### src/rtl/play_sequencer.sv
// play_sequencer
//   Top-level playback controller. Turns one-cycle button pulses (play_pause,
//   next) and the song reader's song_done into a play level, a registered song
//   index and a one-cycle rewind pulse. With auto_next set, a finished song is
//   followed by a silent gap of GAP_CYCLES cycles and then the next song, with
//   the index wrapping from the last song back to song 0.
//
// Parameters
//   NUM_SONGS   songs held in ROM (1..4); index wraps NUM_SONGS-1 -> 0
//   GAP_CYCLES  silent cycles between songs when auto-advancing (>=1)
//
// Ports
//   clk         system clock
//   reset       synchronous, active-high reset
//   play_pause  one-cycle pulse, toggles play/pause
//   next        one-cycle pulse, skip to the next song
//   auto_next   level: 1 = advance after song_done, 0 = stop and rewind
//   song_done   current song has finished (from song reader)
//   play        playback requested (high only while playing)
//   song        current song index, registered
//   reset_play  one-cycle rewind pulse to song reader / note player
//
// All outputs are a Moore decode of the registered state, so an input sampled
// on edge n is reflected on the outputs right after edge n.

module play_sequencer #(
  parameter int NUM_SONGS  = 4,
  parameter int GAP_CYCLES = 48000
) (
  input  logic       clk,
  input  logic       reset,
  input  logic       play_pause,
  input  logic       next,
  input  logic       auto_next,
  input  logic       song_done,
  output logic       play,
  output logic [1:0] song,
  output logic       reset_play
);

  localparam int CW = $clog2(GAP_CYCLES + 1);

  // Last valid gap count and last valid song index, pre-sized to the
  // registers they are compared against.
  localparam logic [CW-1:0] GAP_LAST  = CW'(GAP_CYCLES - 1);
  localparam logic [1:0]    SONG_LAST = 2'(NUM_SONGS - 1);

  typedef enum logic [2:0] {
    S_RESET = 3'd0,
    S_PAUSE = 3'd1,
    S_PLAY  = 3'd2,
    S_GAP   = 3'd3,
    S_NEXT  = 3'd4
  } state_t;

  // Complete sequencer state. resume records whether the song entered via
  // S_NEXT should start playing (1) or wait paused (0).
  typedef struct packed {
    state_t        st;
    logic [1:0]    song;
    logic [CW-1:0] cnt;
    logic          resume;
  } seq_t;

  seq_t seq_q, seq_d;

  // ---------------------------------------------------------------------------
  // State register
  // ---------------------------------------------------------------------------
  always_ff @(posedge clk) begin
    if (reset) begin
      seq_q.st     <= S_RESET;
      seq_q.song   <= 2'd0;
      seq_q.cnt    <= '0;
      seq_q.resume <= 1'b0;
    end else begin
      seq_q <= seq_d;
    end
  end

  // ---------------------------------------------------------------------------
  // Next-state logic
  // ---------------------------------------------------------------------------
  always_comb begin
    // Hold by default; the gap counter is forced to 0 everywhere except
    // while counting inside S_GAP.
    seq_d     = seq_q;
    seq_d.cnt = '0;

    unique case (seq_q.st)
      S_RESET: begin
        seq_d.st = S_PAUSE;
      end

      S_PAUSE: begin
        // song_done is meaningless while paused and is ignored.
        if (next) begin
          seq_d.st     = S_NEXT;
          seq_d.resume = 1'b0;
        end else if (play_pause) begin
          seq_d.st = S_PLAY;
        end
      end

      S_PLAY: begin
        // A finishing song outranks the buttons pressed in the same cycle.
        if (song_done) begin
          seq_d.st = auto_next ? S_GAP : S_RESET;
        end else if (next) begin
          seq_d.st     = S_NEXT;
          seq_d.resume = 1'b1;
        end else if (play_pause) begin
          seq_d.st = S_PAUSE;
        end
      end

      S_GAP: begin
        // Buttons cut the gap short; play_pause still advances the song but
        // leaves the player paused on it.
        if (next) begin
          seq_d.st     = S_NEXT;
          seq_d.resume = 1'b1;
        end else if (play_pause) begin
          seq_d.st     = S_NEXT;
          seq_d.resume = 1'b0;
        end else if (seq_q.cnt == GAP_LAST) begin
          seq_d.st     = S_NEXT;
          seq_d.resume = 1'b1;
        end else begin
          seq_d.cnt = seq_q.cnt + CW'(1);
        end
      end

      S_NEXT: begin
        // The old index stays visible during the rewind pulse; the new one
        // appears on the exit edge. With one song this replays song 0.
        seq_d.song = (seq_q.song == SONG_LAST) ? 2'd0 : seq_q.song + 2'd1;
        seq_d.st   = seq_q.resume ? S_PLAY : S_PAUSE;
      end

      default: begin
        // Unreachable encodings recover through a clean rewind.
        seq_d.st = S_RESET;
      end
    endcase
  end

  // ---------------------------------------------------------------------------
  // Moore outputs
  // ---------------------------------------------------------------------------
  assign play       = (seq_q.st == S_PLAY);
  assign reset_play = (seq_q.st == S_RESET) || (seq_q.st == S_NEXT);
  assign song       = seq_q.song;

endmodule

### config.mk
export PLATFORM = sky130hd
export DESIGN_NAME = play_sequencer
export DESIGN_NICKNAME = d
export VERILOG_FILES = /design/src/rtl/play_sequencer.sv
export SDC_FILE = /design/constraint.sdc
export NUM_CORES = 1
export LEC_CHECK = 0
export CORE_MARGIN = 8
export CORE_UTILIZATION = 59
export CTS_CLUSTER_DIAMETER = 30
export CTS_CLUSTER_SIZE = 40
export DETAILED_ROUTE_END_ITERATION = 12
export PLACE_DENSITY = 0.82
export SYNTH_ARGS = -nofsm -noshare
export SYNTH_HDL_FRONTEND = slang
export SYNTH_SLANG_ARGS = --single-unit
### constraint.sdc
create_clock -name clk -period 3.2 [get_ports clk]
set_input_delay 0.32 -clock clk [delete_from_list [all_inputs] [get_ports clk]]
set_output_delay 0.32 -clock clk [all_outputs]
set_load 0.03 [all_outputs]
# After elaboration in Yosys (flattened, before gate mapping)
# Index checks and enable logic that the tools add are counted.
# classes
add_sub_neg	2
n_eq_ne	12
muxes	19
n_bitwise	1
n_reduce_logical	6
# op_table
op	count
$mux 3	8
$add 16x1->16 const B	1
$eq 16x16->1 const B	1
$pmux 3 s5	1
$ne 4x4->1 const B	2
$eq 3x2->1 const B	2
$mux 1	6
$mux 2	3
$ne 2x2->1 const B	3
$reduce_and 5->1	1
$reduce_or 5->1	1
$eq 3x1->1 const B	1
$eq 3x3->1 const B	1
$logic_not 3->1	1
$ne 3x3->1 const B	1
$pmux 1 s3	1
$reduce_and 3->1	1
$reduce_bool 3->1	1
$add 2x1->2 const B	1
$eq 2x2->1 const B	1
$logic_or 1x1->1	1
$not 1->1	1
# totals
ff_bits	22
input_bits	6
elab_cells	44

# Depth between registers and ports, before layout
# logic_depth
word_depth	5
mapped_depth	7

# Worst setup path after synthesis
# Ideal clock, no wire load.
# synth_path
kind	reg-to-reg
start	register seq_q[21] (netlist bit)
end	register seq_q[10] (netlist bit)
setup_time_ps	64
arrival_time_ps	1628
path_slack_ps	1508
stages_incl_launch_ff	7
path_buffers	2
period_less_slack_ps	1692
path_cell_list	dfxtp_1 > nand2b_4 > or4b_4 > or3_1 > buf_6 > buf_8 > nor2_1
# synth_via
elab_chain_cells	3
# synth_lines
item	line_no	source
start: declaration	65	seq_t seq_q, seq_d;
start signal: assignment	77	seq_q <= seq_d;
$eq 3x2->1	90	unique case (seq_q.st)
$not 1->1 (no line)	-	
$reduce_or 5->1 (no line)	-	
# No other way between the ends.
# A chain may end at the register's enable or synchronous reset.

# Worst setup path in the final report
# layout_path
start	register seq_q[20] (netlist bit)
end	output port play
# layout_via
elab_chain_cells	1
# layout_lines
item	line_no	source
$eq 3x2->1	151	assign play = (seq_q.st == S_PLAY);
end: declaration	36	output logic play,
# No other way between the ends.

==> flow_summary.json <==
{
  "outcome": "finished clean",
  "final_util": 0.646,
  "ios": 10,
  "min_from": "seq_q[1]$_SDFF_PP0_",
  "p_leak_nw": 0.408,
  "grt-ovfl-total": 0,
  "die_w_um": 59.8,
  "n_antenna_cell": 0,
  "async_reset_ff_frac": 0,
  "ir_drop_mv": 0.300,
  "start_kind": "register",
  "seq_area_frac_synth": 0.390,
  "die_y_um": 59.8,
  "cp_data_arrival_time_ns": 1.69,
  "cp.required_ns": 2.88,
  "synth_nets": 141,
  "grt_usage": 0.125,
  "slew_violations": 0,
  "portBuffers": 9,
  "drtIter0Drc": 11,
  "fp.dieArea_mm2": 0.00357,
  "path_cells": "nand2b_4, nor2_1, clkdlybuf4s50_1",
  "dpl.hpwl_um": 1430,
  "critPathLaunch": "seq_q[20]$_SDFFE_PP0P_",
  "grt_pass1_wl_um": 3480,
  "clock_sinks": 22,
  "max-cap-violations": 0,
  "yosysWarnings": 0,
  "synth_edf_count": 0,
  "post_drt_wl_per_cell_um": 11.8,
  "path_clk_slew_ns": 0.11,
  "critPathCaptureType": "output pin",
  "drcViolationCount": 0,
  "layout.nets": 147,
  "fin_ws_ns": 1.19,
  "antenna_found_initial": 0,
  "report.final.setup_viol": 0,
  "drt_pass1_iterations": 4,
  "pre_cts_ws_ns": 0.948,
  "hold_buffers": 0,
  "syn-mean-instance-area_um2": 8.49,
  "fin_crit_ns": 2.01,
  "power.total_mw": 0.462,
  "final_layout_size_suffix_gt1_frac": 0.0511,
  "cts-buffers-inserted": 3,
  "min_path_type": "reg -> reg",
  "grt_pass1_vias": 838,
  "synth_flop_cell": "dfxtp_1",
  "root_buffer": "clkbuf_4",
  "max_slew_margin": 0.651,
  "htreeDepth": 1,
  "core_mm2": 0.00188,
  "rows": 16,
  "grt_max_degree": 17,
  "rsz0062_at_grt": "no",
  "finalWirelength_um": 1940,
  "dr_total_vias": 901,
  "antenna_left": 0,
  "r2r_start": "seq_q[15]$_SDFF_PP0_",
  "post_cts_resized": 0,
  "cts_setup_buffers": 0,
  "ys_ff_latch": 22,
  "synth_cell_types": 36,
  "synthToLayoutAreaGrowth_pct": 7.64,
  "tns_ns": 0,
  "clk-insertion-delay-late_ns": 0.30,
  "cts_buffer_depth": 2,
  "powerDensity_mw_per_mm2": 380,
  "drt-vias-per-instance": 5.49,
  "critPathKind": "reg -> out",
  "gp_congestion": 0.825,
  "final_hold_viol_count": 0,
  "tightestPinTransition_ns": 0.523,
  "fmax_mhz": 498,
  "path_max_fanout": 9,
  "netlist_instances": 133,
  "fin_crit_sh": 0.628,
  "slowest_delay_ns": 0.68,
  "slowest_stage": "clkdlybuf4s50_1",
  "start_util": 0.600,
  "clock-skew-final_ns": 0.00113,
  "syn-cell-area_mm2": 0.00113,
  "cts_tree": "yes"
}
[logic make-up (layout without fill, tap and decap cells)]
kind of cell | Yosys count | in the layout | share of synthesized area
flops | 22 | 22 | 0.390
fa+ha+maj | 2 | 2 | 0.0221
buf+inv | 13 | 17 | 0.0698
xor+xnor | 10 | 10 | 0.0775
simple gates | 64 | 64 | 0.307
compound gates | 18 | 18 | 0.0975
mux | 4 | 4 | 0.0365
[cell usage after synthesis, types with 2 or more instances]
master / instances / area (um2)
clkbuf_1: 2 / 7.51
and2_1: 3 / 18.8
or3_1: 6 / 37.5
nand4_1: 5 / 31.3
dfxtp_1: 22 / 440
a21oi_1: 7 / 35.0
buf_4: 3 / 22.5
mux2i_1: 3 / 30.0
nor2_1: 18 / 67.6
o21ai_0: 5 / 25.0
xor2_1: 3 / 26.3
nand3_1: 7 / 35.0
and3_1: 4 / 25.0
nor3_1: 3 / 15.0
nand2b_1: 3 / 18.8
xnor2_1: 7 / 61.3
ha_1: 2 / 25.0
nand2_1: 8 / 30.0
inv_1: 5 / 18.8
[cells in the final DEF, fill, tap and decap left out]
cell type         n
clkdlybuf4s50_1   9
nand4_1           5
ha_1              2
o21ai_0           5
and3_1            4
xor2_1            3
or4b_4            1
a311o_1           1
mux2_2            1
a2bb2oi_1         1
nand3_1           7
or4b_1            1
dfxtp_1          22
mux2i_1           3
o221ai_1          1
nor2_1           18
nand2_1           8
nand2b_1          3
o21a_1            1
and2_1            3
or3_1             6
nor3_1            3
nor4_1            1
nand4b_1          1
inv_1             5
xnor2_1           7
o211ai_1          1
clkbuf_4          3
nand2b_4          1
or3b_2            1
o21bai_1          1
nor2b_1           1
a21oi_1           7
[path summary, 6_finish.rpt]
check / to / slack, ns / depth (start not counted)
worst min register to register: seq_q[1]$_SDFF_PP0_ / 0.45 / 1
worst max-delay path: play / 1.19 / 3
worst max register to register: seq_q[9]$_SDFF_PP0_ / 1.21 / 4
worst min-delay path: seq_q[1]$_SDFF_PP0_ / 0.45 / 1
[state kept, by name (all words and copies together), names as in the netlist]
register,cells
seq_q,20
song,2
[power by group]
group / leakage [nW] / internal, mW / total [mW] / switching [mW]
Sequential: 0.178 / 0.278 / 0.289 / 0.0103
Clock: 0.0138 / 0.0440 / 0.121 / 0.0769
Combinational: 0.217 / 0.0271 / 0.0522 / 0.0251
[worst max-delay path: cells and delay by family, from the launching register on]
family	cells	cell delay [ns]
buffers and inverters	1	0.68
flip-flops	1	0.53
AND/OR/NAND/NOR	2	0.18
[cell type report]
class	instances	area, um2
clock buffers	3	22.5
multi-input cells	98	611
well taps	27	33.8
inverters	5	18.8
flip-flops and latches	22	440
repair buffers	9	90.1
fillers	167	666
[layer usage]
metal | vias up | GRT usage | routed length [um]
met5 | - | 0 | 0
met4 | 0 | 0.0714 | 43
li1 | 465 | - | -
met3 | 5 | 0.0215 | 56
met1 | 420 | 0.148 | 957
met2 | 11 | 0.205 | 881
[per-stage QoR]
stage | hold WS, ns | std cells | cell area, um2
final | 0.446 | 164 | 1220
after global routing | 0.490 | 164 | 1220
after CTS | 0.452 | 164 | 1220
after detailed placement | 0.435 | 161 | 1190
after global placement | 0.425 | 161 | 1190
after floorplan | 0.411 | 133 | 1130
No activity file was read; power rests on OpenSTA's default activity.
